$ cat src/rtl/exp_pkg.sv
// rtl/exp_pkg.sv - shared state type, width helpers and reciprocal constant function for exp_engine
package exp_pkg;

    typedef enum logic [1:0] {IDLE, MULX, MULR, FIN} state_t;

    localparam int FRAC_W_DEF = 16;
    localparam int INT_W_DEF  = 2;
    localparam int TERMS_DEF  = 8;

    function automatic int acc_width(input int int_w, input int frac_w);
        return int_w + frac_w + 1;
    endfunction

    function automatic int cnt_width(input int terms);
        return $clog2(terms) + 1;
    endfunction

    localparam int ACC_W = acc_width(INT_W_DEF, FRAC_W_DEF);
    localparam int CNT_W = cnt_width(TERMS_DEF);

    // floor(2^frac_w / k); k=0 is never used by the series and returns 0
    function automatic int unsigned recip(input int unsigned k, input int unsigned frac_w);
        if (k == 0) begin
            return 0;
        end
        return (32'd1 << frac_w) / k;
    endfunction

endpackage

$ cat src/rtl/exp_if.sv
// rtl/exp_if.sv - start/done request interface of exp_engine; EXP_NEG_EN adds the neg request bit
interface exp_if #(
    parameter int FRAC_W = 16,
    parameter int INT_W  = 2
);
    logic              start;
    logic [FRAC_W-1:0] x;
`ifdef EXP_NEG_EN
    logic              neg;
`endif
    logic              busy;
    logic              done;
    logic              ovf;
    logic [INT_W-1:0]  intpart;
    logic [FRAC_W-1:0] fracpart;

    modport master (
`ifdef EXP_NEG_EN
        output neg,
`endif
        output start, x,
        input  busy, done, ovf, intpart, fracpart
    );

    modport slave (
`ifdef EXP_NEG_EN
        input  neg,
`endif
        input  start, x,
        output busy, done, ovf, intpart, fracpart
    );
endinterface

$ cat src/rtl/exp_recip_rom.sv
// rtl/exp_recip_rom.sv - combinational table of floor(2^FRAC_W / k) indexed by the series counter
module exp_recip_rom
    import exp_pkg::*;
#(
    parameter int FRAC_W = 16,
    parameter int K_W    = 4
) (
    input  logic [K_W-1:0]  k,
    output logic [FRAC_W:0] recip_k
);

    logic [FRAC_W:0] rom [2**K_W];

    // Entries past TERMS-1 are filled too so any counter value indexes a defined constant
    for (genvar i = 0; i < 2**K_W; i++) begin : g_rom
        localparam int unsigned RV = exp_pkg::recip(i, FRAC_W);
        assign rom[i] = RV[FRAC_W:0];
    end

    assign recip_k = rom[k];

endmodule

$ cat src/rtl/exp_engine.sv
// rtl/exp_engine.sv - iterative Taylor-series e^x core with one shared multiplier
// Optional macro EXP_NEG_EN: adds bus.neg, subtracting odd terms to compute e^-x (clamped at 0).
module exp_engine
    import exp_pkg::*;
#(
    parameter int FRAC_W = FRAC_W_DEF,
    parameter int INT_W  = INT_W_DEF,
    parameter int TERMS  = TERMS_DEF
) (
    input logic  clk,
    input logic  rst,
    exp_if.slave bus
);

    localparam int AW = acc_width(INT_W, FRAC_W);
    localparam int KW = cnt_width(TERMS);

    state_t            state_q, state_d;
    logic [FRAC_W-1:0] x_q, x_d;
    logic [FRAC_W:0]   t_q, t_d;
    logic [FRAC_W:0]   p_q, p_d;
    logic [AW-1:0]     r_q, r_d;
    logic [KW-1:0]     k_q, k_d;
    logic              busy_q, busy_d;
    logic              done_q, done_d;
    logic              ovf_q, ovf_d;
    logic [INT_W-1:0]  intpart_q, intpart_d;
    logic [FRAC_W-1:0] fracpart_q, fracpart_d;
`ifdef EXP_NEG_EN
    logic              neg_q, neg_d;
`endif

    logic [FRAC_W:0]     recip_k;
    logic [FRAC_W:0]     mul_a, mul_b, mul_q;
    logic [2*FRAC_W+1:0] mul_p;
    logic [FRAC_W-1:0]   mul_lo_unused;
    logic                mul_hi_unused;
    logic [AW-1:0]       term_ext, r_sum;

    exp_recip_rom #(.FRAC_W(FRAC_W), .K_W(KW)) u_recip_rom (
        .k       (k_q),
        .recip_k (recip_k)
    );

    // MULX scales the term by x, MULR divides it by k; both keep bits [2F:F]
    assign mul_a = (state_q == MULX) ? t_q : p_q;
    assign mul_b = (state_q == MULX) ? {1'b0, x_q} : recip_k;
    assign mul_p = mul_a * mul_b;
    assign {mul_hi_unused, mul_q, mul_lo_unused} = mul_p;
    assign term_ext = AW'(mul_q);

    always_comb begin
        r_sum = r_q + term_ext;
`ifdef EXP_NEG_EN
        if (neg_q && k_q[0]) begin
            r_sum = (r_q >= term_ext) ? (r_q - term_ext) : '0;
        end
`endif
    end

    always_comb begin
        state_d    = state_q;
        x_d        = x_q;
        t_d        = t_q;
        p_d        = p_q;
        r_d        = r_q;
        k_d        = k_q;
        busy_d     = busy_q;
        done_d     = 1'b0;
        ovf_d      = ovf_q;
        intpart_d  = intpart_q;
        fracpart_d = fracpart_q;
`ifdef EXP_NEG_EN
        neg_d      = neg_q;
`endif
        case (state_q)
            IDLE: begin
                if (bus.start) begin
                    x_d         = bus.x;
                    t_d         = '0;
                    t_d[FRAC_W] = 1'b1;
                    r_d         = '0;
                    r_d[FRAC_W] = 1'b1;
                    k_d         = KW'(1);
                    busy_d      = 1'b1;
                    state_d     = MULX;
`ifdef EXP_NEG_EN
                    neg_d       = bus.neg;
`endif
                end
            end
            MULX: begin
                p_d     = mul_q;
                state_d = MULR;
            end
            MULR: begin
                t_d = mul_q;
                r_d = r_sum;
                k_d = k_q + KW'(1);
                if (k_q == KW'(TERMS - 1)) begin
                    // Result registers load here so they are valid alongside done in FIN
                    state_d = FIN;
                    done_d  = 1'b1;
                    if (r_sum[AW-1]) begin
                        intpart_d  = '1;
                        fracpart_d = '1;
                        ovf_d      = 1'b1;
                    end else begin
                        {intpart_d, fracpart_d} = r_sum[AW-2:0];
                        ovf_d                   = 1'b0;
                    end
                end else begin
                    state_d = MULX;
                end
            end
            FIN: begin
                busy_d  = 1'b0;
                state_d = IDLE;
            end
            default: state_d = IDLE;
        endcase
    end

    always_ff @(posedge clk or posedge rst) begin
        if (rst) begin
            state_q    <= IDLE;
            x_q        <= '0;
            t_q        <= '0;
            p_q        <= '0;
            r_q        <= '0;
            k_q        <= '0;
            busy_q     <= 1'b0;
            done_q     <= 1'b0;
            ovf_q      <= 1'b0;
            intpart_q  <= '0;
            fracpart_q <= '0;
`ifdef EXP_NEG_EN
            neg_q      <= 1'b0;
`endif
        end else begin
            state_q    <= state_d;
            x_q        <= x_d;
            t_q        <= t_d;
            p_q        <= p_d;
            r_q        <= r_d;
            k_q        <= k_d;
            busy_q     <= busy_d;
            done_q     <= done_d;
            ovf_q      <= ovf_d;
            intpart_q  <= intpart_d;
            fracpart_q <= fracpart_d;
`ifdef EXP_NEG_EN
            neg_q      <= neg_d;
`endif
        end
    end

    assign bus.busy     = busy_q;
    assign bus.done     = done_q;
    assign bus.ovf      = ovf_q;
    assign bus.intpart  = intpart_q;
    assign bus.fracpart = fracpart_q;

endmodule

$ cat src/flat_wrapper.sv
// flat-port wrapper written by rule: the top's interface ports become plain ports
module exp_engine_flat import exp_pkg::*;
#(
    parameter int FRAC_W = FRAC_W_DEF,
    parameter int INT_W  = INT_W_DEF,
    parameter int TERMS  = TERMS_DEF
)
  (clk, rst, bus_start, bus_x, bus_busy, bus_done, bus_ovf, bus_intpart, bus_fracpart);
  exp_if #(.FRAC_W(FRAC_W), .INT_W(INT_W)) bus_i ();
  input logic clk;
  input logic rst;
  input wire logic [$bits(bus_i.start)-1:0] bus_start;
  input wire logic [$bits(bus_i.x)-1:0] bus_x;
  output wire logic [$bits(bus_i.busy)-1:0] bus_busy;
  output wire logic [$bits(bus_i.done)-1:0] bus_done;
  output wire logic [$bits(bus_i.ovf)-1:0] bus_ovf;
  output wire logic [$bits(bus_i.intpart)-1:0] bus_intpart;
  output wire logic [$bits(bus_i.fracpart)-1:0] bus_fracpart;
  assign bus_i.start = bus_start;
  assign bus_i.x = bus_x;
  assign bus_busy = bus_i.busy;
  assign bus_done = bus_i.done;
  assign bus_ovf = bus_i.ovf;
  assign bus_intpart = bus_i.intpart;
  assign bus_fracpart = bus_i.fracpart;
  exp_engine #(.FRAC_W(FRAC_W), .INT_W(INT_W), .TERMS(TERMS)) u_core (.clk(clk), .rst(rst), .bus(bus_i));
endmodule
$ cat config.mk
export PLATFORM = sky130hd
export DESIGN_NAME = exp_engine_flat
export DESIGN_NICKNAME = d
export VERILOG_FILES = /design/src/rtl/exp_pkg.sv /design/src/rtl/exp_if.sv /design/src/rtl/exp_recip_rom.sv /design/src/rtl/exp_engine.sv /design/src/flat_wrapper.sv
export SDC_FILE = /design/constraint.sdc
export NUM_CORES = 1
export LEC_CHECK = 0
export CORE_MARGIN = 1
export CORE_UTILIZATION = 68
export CTS_BUF_LIST = sky130_fd_sc_hd__clkbuf_16
export CTS_CLUSTER_SIZE = 16
export DETAILED_ROUTE_END_ITERATION = 6
export PLACE_DENSITY = 0.92
export SYNTH_ARGS = -nofsm -noshare
export SYNTH_HDL_FRONTEND = slang
export SYNTH_SLANG_ARGS = --single-unit
$ cat constraint.sdc
create_clock -name clk -period 17.9 [get_ports clk]
set_input_delay 5.37 -clock clk [delete_from_list [all_inputs] [get_ports clk]]
set_output_delay 5.37 -clock clk [all_outputs]
set_load 0.005 [all_outputs]
==> results by stage <==
Status:
- The flow ran to the end, and the final reports show no timing, DRC or antenna violations.

Synth:
- The number of enable-type register cells in the synthesized netlist is 0.
- The sequential element share of the synthesized area is 17.3%.
- The post-synthesis area per instance is 8.86 µm².
- The share of the synthesized area in the top cell type is 31.9%.
- The synthesized netlist net count is 1938.
- By area the synthesized netlist is led by sky130_fd_sc_hd__fa_1 (32%), sky130_fd_sc_hd__dfrtp_1 (17%), sky130_fd_sc_hd__ha_1 (11%), sky130_fd_sc_hd__inv_1 (8.2%), sky130_fd_sc_hd__nand2_1 (7.2%).
- The post-synthesis instance area is 13900 µm².
- The Yosys step of the flow raised 0 warnings.
- For this run, the leading register cell type out of synthesis is sky130_fd_sc_hd__dfrtp_1.
- sky130_fd_sc_hd__fa_1 takes more of the synthesized area than any other cell.
- Yosys mapped the design onto 79 distinct sky130hd cell types.
- Synthesis produced a netlist whose cell count is 1571.
- The number of register bits inferred by synthesis is 96.
- The share of flip-flops with an asynchronous set or reset is 100%.

Setup path:
- The buffer and inverter count on the worst path is 4.
- The depth of the most critical reg-to-reg path is 32.
- The stage delay of the slowest cell on the critical path is 0.95 ns.
- The worst setup path is launched from a flip-flop.
- Among cell families on the critical path, the largest total delay comes from adder cells.
- The worst setup path is of the reg2reg kind.
- The sort of element at the end of the critical path is a flip-flop.
- STA puts the critical path data required time at 18.12 ns.
- The startpoint identified for the worst register-to-register timing path is u_core.state_q[0].
- The critical path data arrival time is 10.39 ns.
- The critical path runs through a total of 32 cells.
- The endpoint of the most critical register-to-register path is u_core.bus.fracpart[2].
- The largest fanout on the critical path is 53.
- Among all stages on the critical path, the largest delay is contributed by sky130_fd_sc_hd__nor2b_4.
- The reg-to-reg setup timing slack is 7.73 ns.
- The most common cell type on the critical path is sky130_fd_sc_hd__fa_1.

Timing:
- The maximum clock frequency is 0.0983 GHz.
- The worst path uses 56.8% of the clock period.
- The number of failing setup endpoints in the final timing report is 0.
- Headroom to the max-slew limit came out at 24.5%.
- The number of pins with negative max-slew slack in the final report is 0.
- The minimum clock period after layout is 10.17 ns.
- Setup repair after global routing left no endpoint under its margin.
- The final total negative setup slack is 0 ns.
- The hold violation count in the final report is 0.
- Clock skew on the completed layout was measured at 0.0135 ns.
- For the pin with the worst max-slew slack, the measured transition is 1.13 ns.

Detailed routing:
- The count of nets left with antenna violations once routing finished came out at 0.
- The total vias in the final route is 11300.
- The first routing iteration left 934 violations.
- The number of search-and-repair iterations in the first detailed-routing pass is 6.
- Dividing the detail-routed wire length by the instance count gives 20.6 µm.
- For this block, the routed nets add up to 38.0 mm of wire.
- In the routed design, unresolved DRC markers number 0.
- The via density per instance is 6.12.

Floorplanning:
- The floorplan step set the die height to 145 µm.
- The full die area is 21000 µm².
- The core area is 19800 µm².
- During I/O placement, the number of pins put on the boundary was 40.
- The initialized floorplan defines 51 standard-cell rows.
- The width of the die is 145 µm.
- The initial standard-cell utilization of the core is 70.4%.

Placed design:
- The HPWL after detailed placement is 29.0 mm.
- Buffers placed on the I/O ports in this run total 39.
- The last weighted congestion value of the routability-driven placer is 1.03.
- Including well taps, the total number of placed cells is 1826.

Global route:
- The pin count of the biggest net entering global routing is 82.
- The overall routing resource usage is 38.1%.
- The total grt overflow is 0.
- The number of antenna violations at the first check in global routing was 0.
- The wire length of the first global-routing pass is 61.7 mm.
- The number of global-route vias before repair is 12100.

CTS:
- The setup fix buffers added after clock tree synthesis is 0.
- The total clock buffers created by CTS is 9.
- The clock net in this run drives a total of 96 sinks.
- Clock-pin slew was measured on the worst setup and hold paths at 0.07 ns.
- Clock latency on the worst-skew pair, taken at its later pin, is 0.36 ns.
- No sink is reached through more buffers than the 2 on the longest clock path.
- The post-cts hold buffer count is 0.
- The deepest level of the CTS H-tree is 3.
- The clock tree from TritonCTS is done.
- The post-cts gate resize count is 0.
- The clock tree root driver cell is sky130_fd_sc_hd__clkbuf_16.

Layout:
- The number of fill cells in the layout is 1401.
- The multi-input logic area is 10100 µm².
- Of the cells placed in the final design, the portion with a size suffix greater than 1 is 4.82%.
- The area growth from synthesis to layout is 6.34%.
- Once layout is complete, the utilization of the core stands at 74.8%.
- The number of diodes is 0.
- The final standard cell count with taps included and fillers excluded is 1842.
- The net count of the finished layout is 1939.
- Registers take 2400 µm².
- The top cell types in the final layout, fill and taps aside, are sky130_fd_sc_hd__inv_1 (303), sky130_fd_sc_hd__nand2_1 (268), sky130_fd_sc_hd__fa_1 (222).
- The library cell used most frequently in the layout, excluding fill and tap cells, is sky130_fd_sc_hd__inv_1.

Min path:
- The path with the worst hold slack has its endpoint at u_core.bus.ovf.
- The worst hold path was traced through 2 stages.
- The worst min-delay path category is reg2reg.
- The startpoint identified for the worst hold timing path is u_core.bus.ovf.

Flow run:
- The number of maximum-capacitance violations is 0.
## kinds of logic (layout without fill, tap and decap cells)
| family | after synthesis | count (layout) | synth area share, % |
|---|---|---|---|
| xor+xnor | 41 | 41 | 2.82 |
| flops | 96 | 96 | 17.3 |
| buf+inv | 366 | 372 | 10.0 |
| compound gates | 193 | 193 | 9.75 |
| mux | 18 | 18 | 1.44 |
| fa+ha+maj | 348 | 348 | 43.3 |
| simple gates | 509 | 509 | 15.4 |
## routing by layer
layer | part of all wire (%) | track usage, % | up-vias
met1 | 35 | 45.9 | 5592
met3 | 10 | 8.02 | 194
li1 | - | - | 4845
met2 | 48 | 63.6 | 647
met4 | 6.9 | 22.1 | 0
met5 | 0 | 0 | -
## worst register-to-register path: cells and delay by family (launching register included)
kind | cells | cell delay, ns
simple gates | 7 | 2.19
buf+inv | 4 | 0.19
xor+xnor | 1 | 0.42
compound gates | 12 | 3.13
flops | 1 | 0.46
fa+ha+maj | 8 | 3.64
## state kept, by name (all words and copies together), names as in the netlist
register,cells
u_core.k_q,4
u_core.x_q,16
u_core.bus.ovf,1
u_core.t_q,17
u_core.p_q,17
u_core.state_q,2
u_core.r_q,19
u_core.bus.intpart,2
u_core.bus.done,1
u_core.bus.busy,1
u_core.bus.fracpart,16
## area by class of cell
class / instances / share of cell area (%)
multi-input combinational: 1109 / 68.5
sequential: 96 / 16.2
inverter: 304 / 7.73
timing repair buffer: 52 / 3.30
tap: 265 / 2.24
clock buffer: 9 / 1.52
clock inverter: 7 / 0.507
## cells in the mapped netlist (5+ instances only)
cell	n
sky130_fd_sc_hd__a22o_1	20
sky130_fd_sc_hd__nor2b_1	9
sky130_fd_sc_hd__xnor2_1	29
sky130_fd_sc_hd__nand3_1	7
sky130_fd_sc_hd__a21oi_1	42
sky130_fd_sc_hd__inv_1	303
sky130_fd_sc_hd__o21bai_1	6
sky130_fd_sc_hd__fa_1	222
sky130_fd_sc_hd__mux2_2	16
sky130_fd_sc_hd__and2_1	30
sky130_fd_sc_hd__a21o_1	21
sky130_fd_sc_hd__nand2b_1	9
sky130_fd_sc_hd__o211ai_1	6
sky130_fd_sc_hd__nor2_1	151
sky130_fd_sc_hd__and3_1	5
sky130_fd_sc_hd__clkbuf_1	56
sky130_fd_sc_hd__a31oi_1	12
sky130_fd_sc_hd__dfrtp_1	96
sky130_fd_sc_hd__xor2_1	10
sky130_fd_sc_hd__o21ai_0	35
sky130_fd_sc_hd__nand2_1	268
sky130_fd_sc_hd__ha_1	126
## through the flow
stage	hold WS (ns)	worst slack, ns	instance area (µm²)
final	0.479	7.73	14800
after global routing	0.515	7.26	14800
after CTS	0.480	7.91	14800
after detailed placement	0.465	8.00	14500
after global placement	0.457	8.27	14500
after floorplan	0.444	9.10	13900
## worst max-delay path by stage
stage | slack [ns] | endpoint | from
CTS | 7.91 | u_core.bus.fracpart[2] | u_core.state_q[0]
finish | 7.73 | u_core.bus.fracpart[2] | u_core.state_q[0]
global placement | 8.27 | u_core.bus.fracpart[14] | u_core.state_q[0]
global route | 7.26 | u_core.bus.fracpart[2] | u_core.state_q[0]
detailed placement | 8.00 | u_core.bus.fracpart[12] | u_core.state_q[0]
floorplan | 9.10 | u_core.bus.fracpart[0] | u_core.k_q[2]
Power is not shown: default switching activity piles up to over one toggle a cycle in this logic, so the estimate is an artifact.
